$ cat src/rtl/aes_inv_keysched.sv
// AES-128 decryption key scheduler: expands the cipher key forward to round 10, then
// streams round keys 10..0 by running the key schedule backwards, one key per handshake.

module aes_sbox (
   input  logic [7:0] in_i,
   output logic [7:0] out_o
);
   function automatic logic [7:0] gf_mul(input logic [7:0] a, input logic [7:0] b);
      logic [7:0] p;
      logic [7:0] aa;
      p  = 8'h00;
      aa = a;
      for (int i = 0; i < 8; i++) begin
         if (b[i]) p = p ^ aa;
         aa = {aa[6:0], 1'b0} ^ (aa[7] ? 8'h1b : 8'h00);
      end
      return p;
   endfunction

   // Inverse is x^254 (= x^2 * x^4 * ... * x^128), which maps 0 to 0 as required.
   function automatic logic [7:0] sbox(input logic [7:0] x);
      logic [7:0] sq;
      logic [7:0] inv;
      sq  = x;
      inv = 8'h01;
      for (int k = 0; k < 7; k++) begin
         sq  = gf_mul(sq, sq);
         inv = gf_mul(inv, sq);
      end
      return inv ^ {inv[6:0], inv[7]} ^ {inv[5:0], inv[7:6]} ^ {inv[4:0], inv[7:5]}
                 ^ {inv[3:0], inv[7:4]} ^ 8'h63;
   endfunction

   assign out_o = sbox(in_i);
endmodule

module aes_inv_keysched #(
   parameter int NROUNDS = 10
) (
   input  logic         clk,
   input  logic         reset,
   input  logic         start,
   input  logic [127:0] key_in,
   output logic [127:0] rk_data,
   output logic [3:0]   rk_round,
   output logic         rk_valid,
   input  logic         rk_ready,
   output logic         busy,
   output logic         done
);
   localparam logic [3:0] LAST_ROUND = 4'(NROUNDS);

   typedef enum logic [1:0] {IDLE, EXPAND, STREAM} state_t;

   state_t       state_q;
   logic [127:0] key_q;
   logic [3:0]   cnt_q;
   logic         valid_q;
   logic         done_q;

   logic [31:0]  k0, k1, k2, k3;
   logic [31:0]  sub_in, sub_rot, sub_out, mix;
   logic [7:0]   rcon;
   logic [127:0] key_fwd_d, key_inv_d;

   assign {k0, k1, k2, k3} = key_q;

   always_comb begin
      case (cnt_q)
         4'd1:    rcon = 8'h01;
         4'd2:    rcon = 8'h02;
         4'd3:    rcon = 8'h04;
         4'd4:    rcon = 8'h08;
         4'd5:    rcon = 8'h10;
         4'd6:    rcon = 8'h20;
         4'd7:    rcon = 8'h40;
         4'd8:    rcon = 8'h80;
         4'd9:    rcon = 8'h1b;
         4'd10:   rcon = 8'h36;
         default: rcon = 8'h00;
      endcase
   end

   // One S-box row serves both directions: forward uses w3, inverse recovers w3 as w7^w6.
   assign sub_in  = (state_q == EXPAND) ? k3 : (k3 ^ k2);
   assign sub_rot = {sub_in[23:0], sub_in[31:24]};

   genvar gi;
   generate
      for (gi = 0; gi < 4; gi++) begin : g_sbox
         aes_sbox u_sbox (
            .in_i  (sub_rot[8*gi +: 8]),
            .out_o (sub_out[8*gi +: 8])
         );
      end
   endgenerate

   assign mix = sub_out ^ {rcon, 24'h000000};

   always_comb begin
      key_fwd_d[127:96] = k0 ^ mix;
      key_fwd_d[95:64]  = k1 ^ key_fwd_d[127:96];
      key_fwd_d[63:32]  = k2 ^ key_fwd_d[95:64];
      key_fwd_d[31:0]   = k3 ^ key_fwd_d[63:32];
      key_inv_d         = {k0 ^ mix, k1 ^ k0, k2 ^ k1, k3 ^ k2};
   end

   always_ff @(posedge clk) begin
      if (reset) begin
         state_q <= IDLE;
         key_q   <= '0;
         cnt_q   <= '0;
         valid_q <= 1'b0;
         done_q  <= 1'b0;
      end else begin
         done_q <= 1'b0;
         case (state_q)
            IDLE: begin
               if (start) begin
                  key_q   <= key_in;
                  cnt_q   <= 4'd1;
                  state_q <= EXPAND;
               end
            end
            EXPAND: begin
               key_q <= key_fwd_d;
               if (cnt_q == LAST_ROUND) begin
                  state_q <= STREAM;
                  valid_q <= 1'b1;
               end else begin
                  cnt_q <= cnt_q + 4'd1;
               end
            end
            STREAM: begin
               if (rk_ready) begin
                  if (cnt_q == 4'd0) begin
                     state_q <= IDLE;
                     valid_q <= 1'b0;
                     done_q  <= 1'b1;
                  end else begin
                     key_q <= key_inv_d;
                     cnt_q <= cnt_q - 4'd1;
                  end
               end
            end
            default: state_q <= IDLE;
         endcase
      end
   end

   assign rk_data  = key_q;
   assign rk_round = cnt_q;
   assign rk_valid = valid_q;
   assign busy     = (state_q != IDLE);
   assign done     = done_q;
endmodule
$ cat config.mk
export PLATFORM = sky130hd
export DESIGN_NAME = aes_inv_keysched
export DESIGN_NICKNAME = d
export VERILOG_FILES = /design/src/rtl/aes_inv_keysched.sv
export SDC_FILE = /design/constraint.sdc
export NUM_CORES = 2
export LEC_CHECK = 0
export BUFFER_PORTS_ARGS = -buffer_cell sky130_fd_sc_hd__buf_2
export CAP_MARGIN = 5
export CORE_MARGIN = 1.5
export CORE_UTILIZATION = 45
export CTS_CLUSTER_SIZE = 24
export DETAILED_ROUTE_END_ITERATION = 8
export GPL_TIMING_DRIVEN = 1
export SYNTH_ARGS = -nofsm -noshare
export SYNTH_HDL_FRONTEND = slang
export SYNTH_SLANG_ARGS = --single-unit
$ cat constraint.sdc
create_clock -name clk -period 19.95 [get_ports clk]
set_input_delay 1.995 -clock clk [delete_from_list [all_inputs] [get_ports clk]]
set_output_delay 1.995 -clock clk [all_outputs]
set_load 0.005 [all_outputs]
==> impl_metrics.json <==
{
  "worst_skew_pair.late_latency_ps": 510,
  "io_buffers": 266,
  "finalSetupViolCount": 0,
  "synth_edf_count": 0,
  "critPathMaxStageDelay_ps": 1010,
  "dr.pass1.iters": 8,
  "drv_slew": 0,
  "tightestPinTransition_ps": 1200,
  "hpwl_um": 186000,
  "grt_pass1_wl_um": 381000,
  "cts_root_buffer": "clkbuf_16",
  "path_buf_inv": 5,
  "final_layout_size_suffix_gt1_share_pct": 12.3,
  "track_usage_pct": 30.4,
  "finClkSkew_ps": 25.4,
  "chipHeight_um": 395,
  "fp.dieW_um": 395,
  "status": "completed",
  "yosysWarnings": 0,
  "rows": 143,
  "via_per_inst": 6.07,
  "holdBufCountCts": 0,
  "cts_max_path_buffers": 2,
  "layout.nets": 9232,
  "h-tree-depth": 4,
  "syn_inst": 9143,
  "crit_type": "reg2reg",
  "syn_nets": 9306,
  "grt_setup_unrepaired": "no",
  "critPathRequiredTime_ps": 20300,
  "dieArea_mm2": 0.156,
  "crit_fanout": 21,
  "drt_iter0_markers": 7143,
  "async_flop_share_pct": 0,
  "yosys.area.top_type": "xnor2_1",
  "cap_violations": 0,
  "cp_slowest_cell": "xnor2_2",
  "antenna_found_initial": 17,
  "tritoncts": "built",
  "grt_pass1_vias": 61800,
  "drc": 0,
  "yosys-top-cells-area": "xnor2_1, xnor3_1, nor2_1, xor2_1, nand2_1",
  "ys_ff_latch": 144,
  "crit_path_end_kind": "flop",
  "synth_top_area_share_pct": 20.5,
  "fmax_ghz": 0.0528,
  "fin_crit_ps": 18950,
  "finalWirelength_um": 249000,
  "initial_core_util_pct": 45.4,
  "timing.critical_path.arrival_ps": 19300,
  "finalSetupTns_ps": 0,
  "crit_top_cell": "xnor2_1",
  "grt_max_degree": 81,
  "ant_nets": 0,
  "numCtsBuffers": 17,
  "boundaryPins": 267,
  "placed_area_mm2": 0.0731,
  "core_mm2": 0.152,
  "hold_path.class": "reg2reg",
  "place_congestion": 0.950,
  "fillers": 15000,
  "relSlewSlack_pct": 19.3,
  "layout_worst_path_cycle_share_pct": 95.0,
  "wl_per_cell_um": 22.4,
  "synth_area_per_cell_um2": 7.57,
  "clkSinkCount": 144,
  "gr-total-overflow": 0,
  "startpoint_type": "flop",
  "ys_seq_area_share_pct": 4.17,
  "final-hold-violation-count": 0,
  "crit_family": "XOR/XNOR gates",
  "syn2layout_area_growth_pct": 6.87,
  "syn_area_mm2": 0.0692,
  "vias": 67500,
  "yosys.cell_types.count": 123,
  "path_clk_slew_ps": 70,
  "synth_ff_type": "dfxtp_1",
  "postLayoutCellArea_mm2": 0.0739
}
[per-stage QoR]
stage               hold slack (ps)  worst slack, ps  instances  utilization (%)
CTS                             471              772      11100             48.4
finish                          469             1000      11100             48.6
global route                    492             3.92      11100             48.6
global placement                463             1030      11100             48.0
floorplan                       463             2690       9143                -
detailed placement              460              805      11100             48.0
[worst reg2reg max path, delay by kind of cell (launching register included)]
family	cells	cell delay, ps
DFF	1	360
buffers and inverters	5	1200
and+or+nand+nor	9	1360
AOI/OAI and AO/OA	6	1480
xor gates and xnor gates	33	13640
adders and majority gates	2	770
[area by class of cell]
type                       count  area, um^2  share of cell area [%]
multi-input combinational   8190       63600                    86.0
timing repair buffer         598        3850                    5.20
sequential                   144        2880                    3.90
tap                         2030        2540                    3.43
inverter                     118         447                   0.604
clock buffer                  18         439                   0.594
clock inverter                14         209                   0.283
antenna                        3        7.51                  0.0102
[worst paths after layout]
| kind | depth (start not counted) | startpoint | slack (ps) | endpoint |
|---|---|---|---|---|
| min reg2reg | 2 | rk_valid | 470 | rk_valid |
| max | 55 | state_q[1] | 1000 | rk_data[45] |
| min | 2 | rk_valid | 470 | rk_valid |
| max reg2reg | 55 | state_q[1] | 1000 | rk_data[45] |
[state kept, by name (all words and copies together), names as in the netlist]
name and cells:
done 1, rcon 8, rk_data 128, rk_round 4, rk_valid 1, state_q 2
[repair_timing]
item / CTS / global route
buffers inserted: 0 / 7
endpoints found under the setup margin: 0 / 42
resized for setup: 0 / 25
[synth_stat cells (79+ instances only)]
| library cell | n |
|---|---|
| dfxtp_1 | 144 |
| a22oi_1 | 88 |
| o21ai_0 | 365 |
| a31oi_1 | 83 |
| o22ai_1 | 151 |
| buf_2 | 127 |
| o211ai_1 | 80 |
| clkbuf_1 | 461 |
| nor4_1 | 79 |
| xnor3_1 | 362 |
| a221oi_1 | 99 |
| xnor2_2 | 128 |
| mux2i_1 | 231 |
| nand3_1 | 197 |
| nand2_1 | 835 |
| xnor2_1 | 1623 |
| a211oi_1 | 87 |
| a21oi_1 | 481 |
| xor2_1 | 531 |
| nor2b_1 | 99 |
| nor3_1 | 258 |
| inv_1 | 89 |
| nor2_1 | 1265 |
[routing by layer]
| metal | part of all wire, % | global-route usage [%] | wire [um] | vias to the layer above |
|---|---|---|---|---|
| met2 | 44 | 46.7 | 109000 | 3052 |
| met5 | 0.057 | 0 | 141 | - |
| met3 | 9.0 | 4.93 | 22400 | 349 |
| met4 | 3.1 | 9.16 | 7750 | 22 |
| li1 | - | - | - | 31600 |
| met1 | 44 | 43.5 | 110000 | 32500 |
[cells in the final DEF, fill, tap and decap left out, types with 169 or more instances in the layout]
| cell | n |
|---|---|
| a21oi_1 | 480 |
| buf_2 | 265 |
| buf_4 | 330 |
| mux2i_1 | 231 |
| nand2_1 | 833 |
| nand3_1 | 196 |
| nor2_1 | 1264 |
| nor3_1 | 257 |
| o21ai_0 | 363 |
| xnor2_1 | 1578 |
| xnor2_2 | 169 |
| xnor3_1 | 355 |
| xor2_1 | 515 |
[cell families after synthesis]
logic type / after synthesis / synth area share [%]
compound gates: 1953 / 18.6
xor+xnor: 2808 / 47.4
fa+ha+maj: 34 / 0.615
buf+inv: 810 / 4.91
flops: 144 / 4.17
mux: 288 / 4.34
simple gates: 3106 / 20.0
Power is left out: the tool's default activity adds up to more than one toggle a clock period on the data nets, which glitch-free logic cannot reach.
